**src/rtl/uart_rx_mmio_if.sv**
```systemverilog
// CPU load/store I/O bus for the UART receive responder.
//   bus_addr    : byte address from the execute stage
//   bus_re      : load strobe, valid with bus_addr
//   bus_we      : store strobe, valid with bus_addr
//   bus_wr_data : store data, low byte
//   rd_data     : registered read data, valid the cycle after the load
interface uart_rx_mmio_if;
  logic [31:0] bus_addr;
  logic        bus_re;
  logic        bus_we;
  logic [7:0]  bus_wr_data;
  logic [31:0] rd_data;

  modport master (
    output bus_addr, bus_re, bus_we, bus_wr_data,
    input  rd_data
  );

  modport slave (
    input  bus_addr, bus_re, bus_we, bus_wr_data,
    output rd_data
  );
endinterface

```
**src/rtl/uart_rx_mmio.sv**
```systemverilog
// Memory-mapped UART receiver: deserialises 8N1 frames into a FIFO and
// answers CPU loads of the data (pop) and status addresses; stores to the
// status address clear error flags or flush the FIFO.
//   clk     : system clock
//   rst     : synchronous reset, active-high
//   uart_rx : asynchronous serial input, idle high
//   bus     : CPU load/store port (slave side)
//   irq     : FIFO not empty (registered)
//   rx_busy : receive FSM not idle
module uart_rx_mmio #(
  parameter int          CLKS_PER_BIT = 434,
  parameter int          FIFO_DEPTH   = 8,
  parameter logic [31:0] DATA_ADDR    = 32'h2000_0100,
  parameter logic [31:0] STATUS_ADDR  = 32'h2000_0104
) (
  input  logic                 clk,
  input  logic                 rst,
  input  logic                 uart_rx,
  uart_rx_mmio_if.slave        bus,
  output logic                 irq,
  output logic                 rx_busy
);

  localparam int AW = $clog2(FIFO_DEPTH);
  localparam int CW = $clog2(CLKS_PER_BIT);
  localparam logic [CW-1:0] C_FULL   = CW'(CLKS_PER_BIT - 1);
  localparam logic [CW-1:0] C_HALF   = CW'(CLKS_PER_BIT / 2 - 1);
  localparam logic [AW:0]   FULL_CNT = (AW + 1)'(FIFO_DEPTH);

  typedef enum logic [1:0] {S_IDLE, S_START, S_DATA, S_STOP} state_t;

  // Receiver state
  logic          r_sync1, r_sync2, r_prev;
  state_t        r_state, w_state_nxt;
  logic [CW-1:0] r_cnt, w_cnt_nxt;
  logic [2:0]    r_idx, w_idx_nxt;
  logic [7:0]    r_shift, w_shift_nxt;
  logic          w_start, w_push, w_frame_set;

  // FIFO and flags
  logic [7:0]    r_mem [FIFO_DEPTH];
  logic [AW:0]   r_wp, r_rp, w_wp_nxt, w_rp_nxt, w_count;
  logic          w_empty, w_full, w_pop, w_flush, w_push_ok, w_ovr_set;
  logic          r_overrun, r_frame_err, r_irq;
  logic          w_hit_data, w_hit_stat, w_store;
  logic [31:0]   w_status, w_rd_nxt, r_rd_data;
  logic          w_unused;

  assign w_unused = ^{bus.bus_wr_data[7:4], bus.bus_wr_data[1]};

  // Previous-sample flop resets to 0 so a line held low through reset
  // must go high before a start edge can be seen.
  always_ff @(posedge clk) begin
    if (rst) begin
      r_sync1 <= 1'b1;
      r_sync2 <= 1'b1;
      r_prev  <= 1'b0;
    end else begin
      r_sync1 <= uart_rx;
      r_sync2 <= r_sync1;
      r_prev  <= r_sync2;
    end
  end

  assign w_start = r_prev & ~r_sync2;

  always_ff @(posedge clk) begin
    if (rst) begin
      r_state <= S_IDLE;
      r_cnt   <= '0;
      r_idx   <= '0;
      r_shift <= '0;
    end else begin
      r_state <= w_state_nxt;
      r_cnt   <= w_cnt_nxt;
      r_idx   <= w_idx_nxt;
      r_shift <= w_shift_nxt;
    end
  end

  always_comb begin
    w_state_nxt = r_state;
    w_cnt_nxt   = r_cnt + CW'(1);
    w_idx_nxt   = r_idx;
    w_shift_nxt = r_shift;
    w_push      = 1'b0;
    w_frame_set = 1'b0;
    case (r_state)
      S_IDLE: begin
        w_cnt_nxt = '0;
        if (w_start) w_state_nxt = S_START;
      end
      S_START: begin
        if (r_cnt == C_HALF) begin
          w_cnt_nxt   = '0;
          w_idx_nxt   = '0;
          w_state_nxt = r_sync2 ? S_IDLE : S_DATA;
        end
      end
      S_DATA: begin
        if (r_cnt == C_FULL) begin
          w_cnt_nxt   = '0;
          w_shift_nxt = {r_sync2, r_shift[7:1]};
          w_idx_nxt   = r_idx + 3'd1;
          if (r_idx == 3'd7) w_state_nxt = S_STOP;
        end
      end
      S_STOP: begin
        if (r_cnt == C_FULL) begin
          w_cnt_nxt   = '0;
          w_push      = r_sync2;
          w_frame_set = ~r_sync2;
          w_state_nxt = S_IDLE;
        end
      end
      default: w_state_nxt = S_IDLE;
    endcase
  end

  assign rx_busy = (r_state != S_IDLE);

  // FIFO control. Pop (or flush) frees space before the push is judged,
  // so a push on the same edge as a pop/flush of a full FIFO is kept.
  assign w_count    = r_wp - r_rp;
  assign w_empty    = (w_count == '0);
  assign w_full     = (w_count == FULL_CNT);
  assign w_hit_data = (bus.bus_addr == DATA_ADDR);
  assign w_hit_stat = (bus.bus_addr == STATUS_ADDR);
  assign w_pop      = bus.bus_re & w_hit_data & ~w_empty;
  assign w_store    = bus.bus_we & ~bus.bus_re & w_hit_stat;
  assign w_flush    = w_store & bus.bus_wr_data[0];
  assign w_push_ok  = w_push & (~w_full | w_pop | w_flush);
  assign w_ovr_set  = w_push & ~w_push_ok;
  assign w_rp_nxt   = w_flush ? r_wp : (w_pop ? r_rp + (AW + 1)'(1) : r_rp);
  assign w_wp_nxt   = w_push_ok ? r_wp + (AW + 1)'(1) : r_wp;

  always_comb begin
    w_status            = '0;
    w_status[0]         = ~w_empty;
    w_status[1]         = w_full;
    w_status[2]         = r_overrun;
    w_status[3]         = r_frame_err;
    w_status[8 +: AW+1] = w_count;
  end

  always_comb begin
    w_rd_nxt = r_rd_data;
    if (bus.bus_re) begin
      if (w_hit_data)
        w_rd_nxt = w_empty ? '0 : {23'd0, 1'b1, r_mem[r_rp[AW-1:0]]};
      else if (w_hit_stat)
        w_rd_nxt = w_status;
      else
        w_rd_nxt = '0;
    end
  end

  always_ff @(posedge clk) begin
    if (w_push_ok) r_mem[r_wp[AW-1:0]] <= r_shift;
  end

  always_ff @(posedge clk) begin
    if (rst) begin
      r_wp        <= '0;
      r_rp        <= '0;
      r_overrun   <= 1'b0;
      r_frame_err <= 1'b0;
      r_irq       <= 1'b0;
      r_rd_data   <= '0;
    end else begin
      r_wp      <= w_wp_nxt;
      r_rp      <= w_rp_nxt;
      r_irq     <= (w_wp_nxt != w_rp_nxt);
      r_rd_data <= w_rd_nxt;
      if (w_ovr_set)                          r_overrun <= 1'b1;
      else if (w_store && bus.bus_wr_data[2]) r_overrun <= 1'b0;
      if (w_frame_set)                          r_frame_err <= 1'b1;
      else if (w_store && bus.bus_wr_data[3])   r_frame_err <= 1'b0;
    end
  end

  assign irq         = r_irq;
  assign bus.rd_data = r_rd_data;

endmodule

```
**src/flat_wrapper.sv**
```systemverilog
// flat-port wrapper written by rule: the top's interface ports become plain ports
module uart_rx_mmio_flat 
#(
  parameter int          CLKS_PER_BIT = 434,
  parameter int          FIFO_DEPTH   = 8,
  parameter logic [31:0] DATA_ADDR    = 32'h2000_0100,
  parameter logic [31:0] STATUS_ADDR  = 32'h2000_0104
)
  (clk, rst, uart_rx, irq, rx_busy, bus_bus_addr, bus_bus_re, bus_bus_we, bus_bus_wr_data, bus_rd_data);
  uart_rx_mmio_if bus_i ();
  input  logic clk;
  input  logic rst;
  input  logic uart_rx;
  output logic irq;
  output logic rx_busy;
  input wire logic [$bits(bus_i.bus_addr)-1:0] bus_bus_addr;
  input wire logic [$bits(bus_i.bus_re)-1:0] bus_bus_re;
  input wire logic [$bits(bus_i.bus_we)-1:0] bus_bus_we;
  input wire logic [$bits(bus_i.bus_wr_data)-1:0] bus_bus_wr_data;
  output wire logic [$bits(bus_i.rd_data)-1:0] bus_rd_data;
  assign bus_i.bus_addr = bus_bus_addr;
  assign bus_i.bus_re = bus_bus_re;
  assign bus_i.bus_we = bus_bus_we;
  assign bus_i.bus_wr_data = bus_bus_wr_data;
  assign bus_rd_data = bus_i.rd_data;
  uart_rx_mmio #(.CLKS_PER_BIT(CLKS_PER_BIT), .FIFO_DEPTH(FIFO_DEPTH), .DATA_ADDR(DATA_ADDR), .STATUS_ADDR(STATUS_ADDR)) u_core (.clk(clk), .rst(rst), .uart_rx(uart_rx), .bus(bus_i), .irq(irq), .rx_busy(rx_busy));
endmodule
```
**config.mk**
```make
export PLATFORM = sky130hd
export DESIGN_NAME = uart_rx_mmio_flat
export DESIGN_NICKNAME = d
export VERILOG_FILES = /design/src/rtl/uart_rx_mmio_if.sv /design/src/rtl/uart_rx_mmio.sv /design/src/flat_wrapper.sv
export SDC_FILE = /design/constraint.sdc
export NUM_CORES = 1
export LEC_CHECK = 0
export ABC_AREA = 1
export CAP_MARGIN = 40
export CORE_MARGIN = 2
export CORE_UTILIZATION = 48
export DETAILED_ROUTE_END_ITERATION = 8
export HOLD_SLACK_MARGIN = 0.1
export PLACE_DENSITY_LB_ADDON = 0.1
export SLEW_MARGIN = 5
export SYNTH_ARGS = -nofsm -noshare
export SYNTH_HDL_FRONTEND = slang
export SYNTH_SLANG_ARGS = --single-unit
```
**constraint.sdc**
```tcl
create_clock -name clk -period 8.95 [get_ports clk]
set_clock_uncertainty 0.05 [all_clocks]
set_input_delay 1.3425 -clock clk [delete_from_list [all_inputs] [get_ports clk]]
set_output_delay 1.3425 -clock clk [all_outputs]
set_load 0.02 [all_outputs]
```
# Word-level counts from Yosys, hierarchy flattened
# Memory sizes are Yosys's and may differ from the RTL's. A register that Yosys moved wholly into a read port is not among the register bits.
# Index checks and enable logic that the tools add are counted.
# Widths: inputs -> output; s select.
[totals]
out_inout_bits = 34
reg_bits = 68
input_bits = 45
ram_bits = 64
n_memories = 1
elab_cells = 91
[classes]
eq_ne = 15
n_bitwise = 15
mux = 30
n_reduce_logical = 12
addsub = 5
[memory_table]
columns = ["memory", "words", "width", "rd", "rd_ports_with_merged_regs", "wr", "line_no", "source"]
rows = [
  ["u_core.r_mem", 8, 8, 1, 1, 1, "uart_rx_mmio.sv:41", "logic [7:0] r_mem [FIFO_DEPTH];"],
]
[op_table]
columns = ["cell", "n"]
rows = [
  ["$eq 32x30->1 const B", 2],
  ["$mux 32", 1],
  ["$mux 9", 3],
  ["$pmux 9 s3", 1],
  ["$mux 12", 1],
  ["$mux 2", 6],
  ["$mux 4", 3],
  ["$mux 1", 10],
  ["$ne 2x1->1 const B", 5],
  ["$add 9x1->9 const B", 1],
  ["$eq 9x8->1 const B", 1],
  ["$eq 9x9->1 const B", 1],
  ["$mux 3", 3],
  ["$add 4x1->4 const B", 2],
  ["$and 1x1->1", 8],
  ["$pmux 2 s4", 1],
  ["$reduce_bool 2->1", 4],
  ["$pmux 3 s2", 1],
  ["$not 1->1", 5],
  ["$reduce_and 5->1", 1],
  ["$eq 2x2->1 const B", 2],
  ["$eq 4x4->1 const B", 1],
  ["$logic_not 4->1", 1],
  ["$ne 4x4->1", 1],
  ["10 further kinds", 12],
]

# Depth between registers and ports, before layout
# Gate-level depths: netlist of run 1.
[logic_depth]
depth_word = 10
depth_mapped = 20
mapped_depth_nobuf = 20

# Worst setup path after synthesis of run 1
# OpenSTA, ideal clock, no wires.
[synth_timing]
path_kind = "input-to-reg"
startpoint = "in bus_bus_addr[1]"
endpoint = "mem u_core.r_mem[0][0], enable pin"
n_path_buf = 0
t_required_ns = 8.517
stages = 9
slack_ns = 5.668
t_arrival_ns = 2.848
setup_ns = 0.383
cell_sequence = "nor2_1 > nand2_1 > nor2_1 > nand2_1 > nor2_4 > nand2_2 > nand3_4 > nand3_1 > nor3_1"
[synth_via]
elab_chain_len = 8
elab_cells_between_ends = 11
cone_classes = "eq/ne: 2; mux: 2; bitwise: 7"
[synth_rtl]
columns = ["item", "line_no", "source"]
rows = [
  ["from (decl)", "flat_wrapper.sv:16", "input wire logic [$bits(bus_i.bus_addr)-1:0] bus_bus_addr;"],
  ["$eq 32x30->1", "uart_rx_mmio.sv:127", "assign w_hit_data = (bus.bus_addr == DATA_ADDR);"],
  ["$and 1x1->1 (2 in a row)", "uart_rx_mmio.sv:129", "assign w_pop = bus.bus_re & w_hit_data & ~w_empty;"],
  ["$or 1x1->1", "uart_rx_mmio.sv:132", "assign w_push_ok = w_push & (~w_full | w_pop | w_flush);"],
  ["$or 1x1->1 *", "uart_rx_mmio.sv:132", ""],
  ["$and 1x1->1 *", "uart_rx_mmio.sv:132", ""],
  ["$mux 1 *", "uart_rx_mmio.sv:159", "if (w_push_ok) r_mem[r_wp[AW-1:0]] <= r_shift;"],
  ["$mux 1 (implied by the code) *", "uart_rx_mmio.sv:159", ""],
  ["to (decl)", "uart_rx_mmio.sv:41", ""],
]
# Every way passes the cells marked *; elsewhere a longest branch is shown, timed or not.

# Worst setup path in the final report of run 1
[layout_timing]
startpoint = "in bus_bus_addr[8]"
endpoint = "mem u_core.r_mem[6][3], enable pin"
# Same word-level chain as after synthesis.

==> impl_metrics.json, run 1 <==
{
  "setup-violations-final": 0,
  "setup_slack_ps": 5330,
  "final.setup.tns_ps": 0,
  "netlist_area_sq_um": 5400,
  "grt_usage_pct": 19.7,
  "area_growth_pct": 15.0,
  "path_max_fanout": 8,
  "yosys_warnings": 0,
  "critPathMostFrequentCell": "nor2_1",
  "crit_path_end_kind": "register",
  "grt_setup_unrepaired": "false",
  "cellInternalPower_mw": 0.697,
  "cp_num_buf_inv": 2,
  "final_hold_viol_count": 0,
  "grt-ovfl-total": 0,
  "pwr-share-clk_pct": 34.2,
  "clkSlewWorstSetupHoldPaths_ps": 110,
  "synthArstFlopShare_pct": 0,
  "max_stage_delay_ps": 640,
  "syn_inst": 610,
  "synth-seq-area-share_pct": 53.4,
  "ys_ff_latch": 112,
  "cts_root_buffer": "clkbuf_8",
  "peakVddDrop_mv": 0.0858,
  "p_per_area_nw_per_um2": 146,
  "first_pass_iters": 4,
  "hold_class": "reg -> reg",
  "fmax_mhz": 276,
  "period_needed_ps": 3620,
  "die_w_um": 110,
  "h-tree-depth": 3,
  "numCtsBuffers": 9,
  "drtIter0Drc": 185,
  "port-buffer-count": 53,
  "ys_types": 44,
  "placementRows": 38,
  "rr_worst_depth": 11,
  "cts_setup_buffers": 0,
  "core_sq_um": 10900,
  "gp_congestion": 0.781,
  "drv_cap": 0,
  "vias": 4127,
  "final_common_cell": "nand2_1",
  "static-leakage-power_nw": 2.34,
  "drive_gt1_share_pct": 7.51,
  "n_antenna_cell": 0,
  "cts_tree": "built",
  "critPathSlowestCell": "nor2_1",
  "synth_edf_count": 64,
  "path_cells": "clkdlybuf4s50_1 -> inv_1 -> nor2_1 -> nand2_1 -> nor2_1 -> nand2_1 -> nor2_4 -> nand2_2 -> nand3_4 -> nand3_1 -> nor2_1",
  "antenna_found_initial": 0,
  "layout_common_cells": "nand2_1 (153), nor2_1 (80), edfxtp_1 (64)",
  "cts.sinks": 112,
  "status": "finished, final reports clean",
  "syn_avg_cell_area_sq_um": 8.85,
  "crit_path_start_kind": "primary input",
  "hpwl_mm": 8.12,
  "crit_type": "in -> reg",
  "drc": 0,
  "crit_family": "simple AND/OR/NAND/NOR gates",
  "grt_max_degree": 38,
  "grt_pass1_vias": 3950,
  "min_period_over_period_pct": 40.5,
  "maxSlewHeadroom_pct": 49.0,
  "vias_per_cell": 5.12,
  "hold_path_depth": 1,
  "io-pin-count": 79,
  "cp.required_ps": 8910,
  "synth_flop_cell": "edfxtp_1",
  "critPathArrivalTime_ps": 3580,
  "grt_pass1_wl_mm": 18.2,
  "switching_share_pct": 23.1,
  "fin_nets": 721,
  "worst_slew_pin_slew_ps": 763,
  "cp.depth": 11,
  "maxSlewViolCount": 0,
  "clock_latency_ps": 380,
  "finalWirelength_mm": 11.3,
  "design.die.area_sq_um": 12100,
  "place_ws_ps": 4930,
  "die_height_um": 110,
  "start_util_pct": 49.6,
  "p_comb_share_pct": 6.1,
  "pwr-share-seq_pct": 59.8,
  "ant_nets": 0,
  "ctsHoldBuffers": 0,
  "p_sw_mw": 0.209,
  "clock_path_buffers": 2,
  "wl_per_cell_um": 14.1,
  "ctsResizeCount": 0
}
-- through the flow --
stage               power (mW)  area, sq um  util, %  cells  hold slack [ps]
CTS                      0.914         6210     57.0    806              381
global placement         0.607         5990     55.1    788              348
finish                   0.906         6210     57.0    806              381
floorplan                0.589         5470        -    629              339
global route             0.942         6210     57.0    806              409
detailed placement       0.608         6000     55.1    790              352
-- sequential cells by signal (all words and copies together) (netlist names), named ones only --
register / count
u_core.r_state: 1
u_core.irq: 1
u_core.r_idx: 3
u_core.r_cnt: 9
u_core.r_wp: 4
u_core.r_rp: 4
u_core.r_overrun: 1
u_core.r_frame_err: 1
u_core.r_mem: 64
u_core.r_shift: 8
u_core.bus.rd_data: 12
u_core.r_prev: 1
u_core.r_sync1: 1
u_core.r_sync2: 1
-- logic make-up after synthesis --
family,Yosys count,synth area share [%]
AND/OR/NAND/NOR,306,25.0
other,1,0.0695
AO/OA/AOI/OAI,79,8.88
XOR/XNOR,9,1.46
buffers and inverters,88,7.60
adder cells (fa/ha/maj),15,3.62
flip-flops,112,53.4
-- final cells by class --
class | instances | area [sq um]
Sequential cell | 112 | 2880
Clock inverter | 7 | 80.1
Clock buffer | 9 | 124
Fill cell | 986 | 4680
Timing Repair Buffer | 62 | 593
Inverter | 47 | 176
Multi-Input combinational cell | 429 | 2180
Tap cell | 140 | 175
-- layer usage --
layer | global-route usage (%) | share of wire, %
met5 | 0 | 0
met4 | 6.69 | 1.5
met3 | 3.29 | 5.1
met2 | 34.5 | 49
met1 | 24.7 | 44
-- worst register-to-register path, cell delays in order (launching register included) --
cell and delay (ps):
dfxtp_1 590, inv_2 330, fa_1 540, nand2_1 100, inv_2 30, nor2_1 130
nor2_1 100, inv_2 70, nor2_4 50, nand3_4 130, nand3_1 190, nor2_1 640
-- power groups by stage --
stage / registers [mW] / logic [mW] / clock network (mW)
after floorplan: 0.553 / 0.0360 / 0
after global placement: 0.553 / 0.0540 / 0
after detailed placement: 0.554 / 0.0549 / 0
after CTS: 0.542 / 0.0552 / 0.318
after global routing: 0.542 / 0.0608 / 0.339
final: 0.542 / 0.0550 / 0.310
-- path summary, 6_finish.rpt --
path / startpoint / slack (ps) / endpoint
worst max-delay path: bus_bus_addr[8] / 5330 / u_core.r_mem[6][3]
worst max register to register: u_core.r_rp[1] / 5640 / u_core.r_mem[6][3]
worst min-delay path: u_core.r_sync1 / 380 / u_core.r_sync2
worst min register to register: u_core.r_sync1 / 380 / u_core.r_sync2
-- synthesized netlist by cell type, types with 3 or more instances --
cell type,count,area (sq um)
clkbuf_1,16,60.1
a211oi_1,3,22.5
o21ai_0,11,55.1
nand2_1,153,574
nand2_2,4,25.0
buf_2,4,20.0
o221ai_1,3,26.3
edfxtp_1,64,1920
xor2_1,5,43.8
nor3_1,12,60.1
nor3b_1,3,22.5
a32o_1,6,60.1
ha_1,14,175
dfxtp_1,48,961
a21oi_1,43,215
inv_2,6,22.5
nor2_1,80,300
nand3_2,3,30.0
clkinv_1,3,11.3
inv_1,38,143
nand3_1,27,135
or2_2,3,18.8
buf_4,20,150
xnor2_1,4,35.0
nand4_1,9,56.3
nor2_4,4,45.0
Note: power is estimated with default switching activity, not from simulation.
==> inputs of run 2 (changes only) <==
==> constraint.sdc (replaced) <==
create_clock -name clk -period 3.4 [get_ports clk]
set_clock_uncertainty 0.05 [all_clocks]
set_input_delay 0.51 -clock clk [delete_from_list [all_inputs] [get_ports clk]]
set_output_delay 0.51 -clock clk [all_outputs]
set_load 0.02 [all_outputs]
==> run 2 against run 1 <==
  * Die area unchanged
  * Core utilization increased by 0.74 points
  * Power increased to 2.6 times the previous value
  * Sequential share of layout area decreased by 0.59 points
  * Global-route usage increased by 0.69 points
  * Critical endpoint is now u_core.r_mem[7][6]
==> impl_metrics.json, run 2 (same netlist as run 1, synthesis figures left out) <==
{
  "status": "finished, final reports clean",
  "crit_path_start_kind": "register",
  "peakVddDrop_mv": 0.226,
  "fin_nets": 734,
  "vias_per_cell": 5.09,
  "switching_share_pct": 23.8,
  "p_per_area_nw_per_um2": 369,
  "critPathArrivalTime_ps": 2840,
  "ctsResizeCount": 0,
  "fmax_mhz": 348,
  "clkSlewWorstSetupHoldPaths_ps": 110,
  "grt_usage_pct": 20.4,
  "hpwl_mm": 8.48,
  "core_sq_um": 10900,
  "regToRegSetupSlack_ps": 530,
  "cts_tree": "built",
  "first_pass_iters": 6,
  "layout_common_cells": "nand2_1 (153), nor2_1 (80), edfxtp_1 (64)",
  "ctsHoldBuffers": 0,
  "p_total_mw": 2.32,
  "finalWirelength_mm": 11.6,
  "hold_path_depth": 1,
  "start_util_pct": 49.6,
  "wl_per_cell_um": 14.1,
  "cellInternalPower_mw": 1.77,
  "die_w_um": 110,
  "grt_pass1_wl_mm": 18.8,
  "grt-ovfl-total": 0,
  "hold_end": "u_core.r_sync2",
  "die_height_um": 110,
  "placementRows": 38,
  "path_max_fanout": 8,
  "p_sw_mw": 0.552,
  "drv_cap": 0,
  "pwr-share-clk_pct": 32.4,
  "reg2reg_from": "u_core.r_wp[0]",
  "finalCoreUtilization_pct": 57.8,
  "ant_nets": 0,
  "gp_congestion": 0.833,
  "h-tree-depth": 3,
  "r2r-end": "u_core.r_mem[7][6]",
  "maxSlewHeadroom_pct": 49.2,
  "antenna_found_initial": 0,
  "hold_class": "reg -> reg",
  "final_common_cell": "nand2_1",
  "area_growth_pct": 16.5,
  "worst_slew_pin_slew_ps": 760,
  "fillers": 990,
  "static-leakage-power_nw": 2.38,
  "pwr-share-seq_pct": 61.4,
  "holdWs_ps": 372,
  "grt_setup_unrepaired": "false",
  "rr_worst_depth": 14,
  "p_comb_share_pct": 6.2,
  "numCtsBuffers": 9,
  "cts_setup_buffers": 0,
  "drive_gt1_share_pct": 9.13,
  "grt_max_degree": 39,
  "final_hold_viol_count": 0,
  "io-pin-count": 79,
  "port-buffer-count": 53,
  "final.setup.tns_ps": 0,
  "vias": 4171,
  "cts_root_buffer": "clkbuf_8",
  "setup-violations-final": 0,
  "period_needed_ps": 2870,
  "drtIter0Drc": 211,
  "design.die.area_sq_um": 12100,
  "cp.required_ps": 3360,
  "n_antenna_cell": 0,
  "cts.sinks": 112,
  "largest_reg_flops": 64,
  "grt_pass1_vias": 4000,
  "maxSlewViolCount": 0,
  "crit_path_end_kind": "register",
  "clock_path_buffers": 2,
  "hold_start": "u_core.r_sync1",
  "drc": 0,
  "crit_type": "reg -> reg",
  "clock_latency_ps": 380,
  "min_period_over_period_pct": 84.5
}
-- run 2: cell count changes in the layout (fill, tap and decap cells not counted), sizes merged --
cell    change
clkinv      -1
buf        +13
clkbuf      +2
bufinv      -1
-- run 2: routing by layer --
layer	track usage [%]	up-vias	share of wire [%]
met5	0	-	0
met3	3.76	7	6.1
met4	7.05	0	0.80
li1	-	2127	-
met2	34.4	104	49
met1	26.4	1933	44
-- run 2: cell type report --
| cell class | count | area, sq um | share of cell area [%] |
|---|---|---|---|
| flip-flops and latches | 112 | 2880 | 45.8 |
| clock buffers | 11 | 131 | 2.09 |
| multi-input cells | 429 | 2180 | 34.6 |
| clock inverters | 5 | 52.6 | 0.836 |
| well taps | 140 | 175 | 2.79 |
| repair buffers | 75 | 693 | 11.0 |
| inverters | 47 | 176 | 2.81 |
-- run 2: power by group through the flow --
| stage | combinational [mW] | clock, mW | sequential, mW |
|---|---|---|---|
| floorplan | 0.0949 | 0 | 1.46 |
| finish | 0.145 | 0.751 | 1.43 |
| global route | 0.160 | 0.829 | 1.43 |
| detailed placement | 0.144 | 0 | 1.46 |
| CTS | 0.145 | 0.775 | 1.43 |
| global placement | 0.141 | 0 | 1.46 |
-- run 2: worst max-delay path, cell delays in order, from the launching register on --
cell and delay, ps:
dfxtp_1 360, inv_1 130, ha_1 180, inv_2 50
fa_1 370, nand2_1 80, inv_2 30, nor2_1 130
nor2_1 90, inv_2 70, nor2_4 50, nand3_4 60
buf_4 160, nand3_2 90, nor2_1 590
-- run 2: worst max-delay path by stage --
stage	slack, ps	start	cells past startpoint	end
after floorplan	420	u_core.r_rp[2]	11	u_core.r_mem[0][0]
after global placement	230	bus_bus_addr[29]	11	u_core.r_mem[4][5]
after detailed placement	280	bus_bus_addr[21]	11	u_core.r_mem[7][5]
after CTS	510	u_core.r_wp[0]	14	u_core.r_mem[7][4]
after global routing	310	u_core.r_wp[0]	14	u_core.r_mem[7][2]
final	530	u_core.r_wp[0]	14	u_core.r_mem[7][6]
-- run 2: per-stage QoR --
step	worst slack [ps]	cell area, sq um	instances
3_3_place_gp	233	6100	802
2_1_floorplan	425	5470	629
4_1_cts	508	6290	819
5_1_grt	307	6290	819
6_report	526	6290	819
3_5_place_dp	278	6100	803
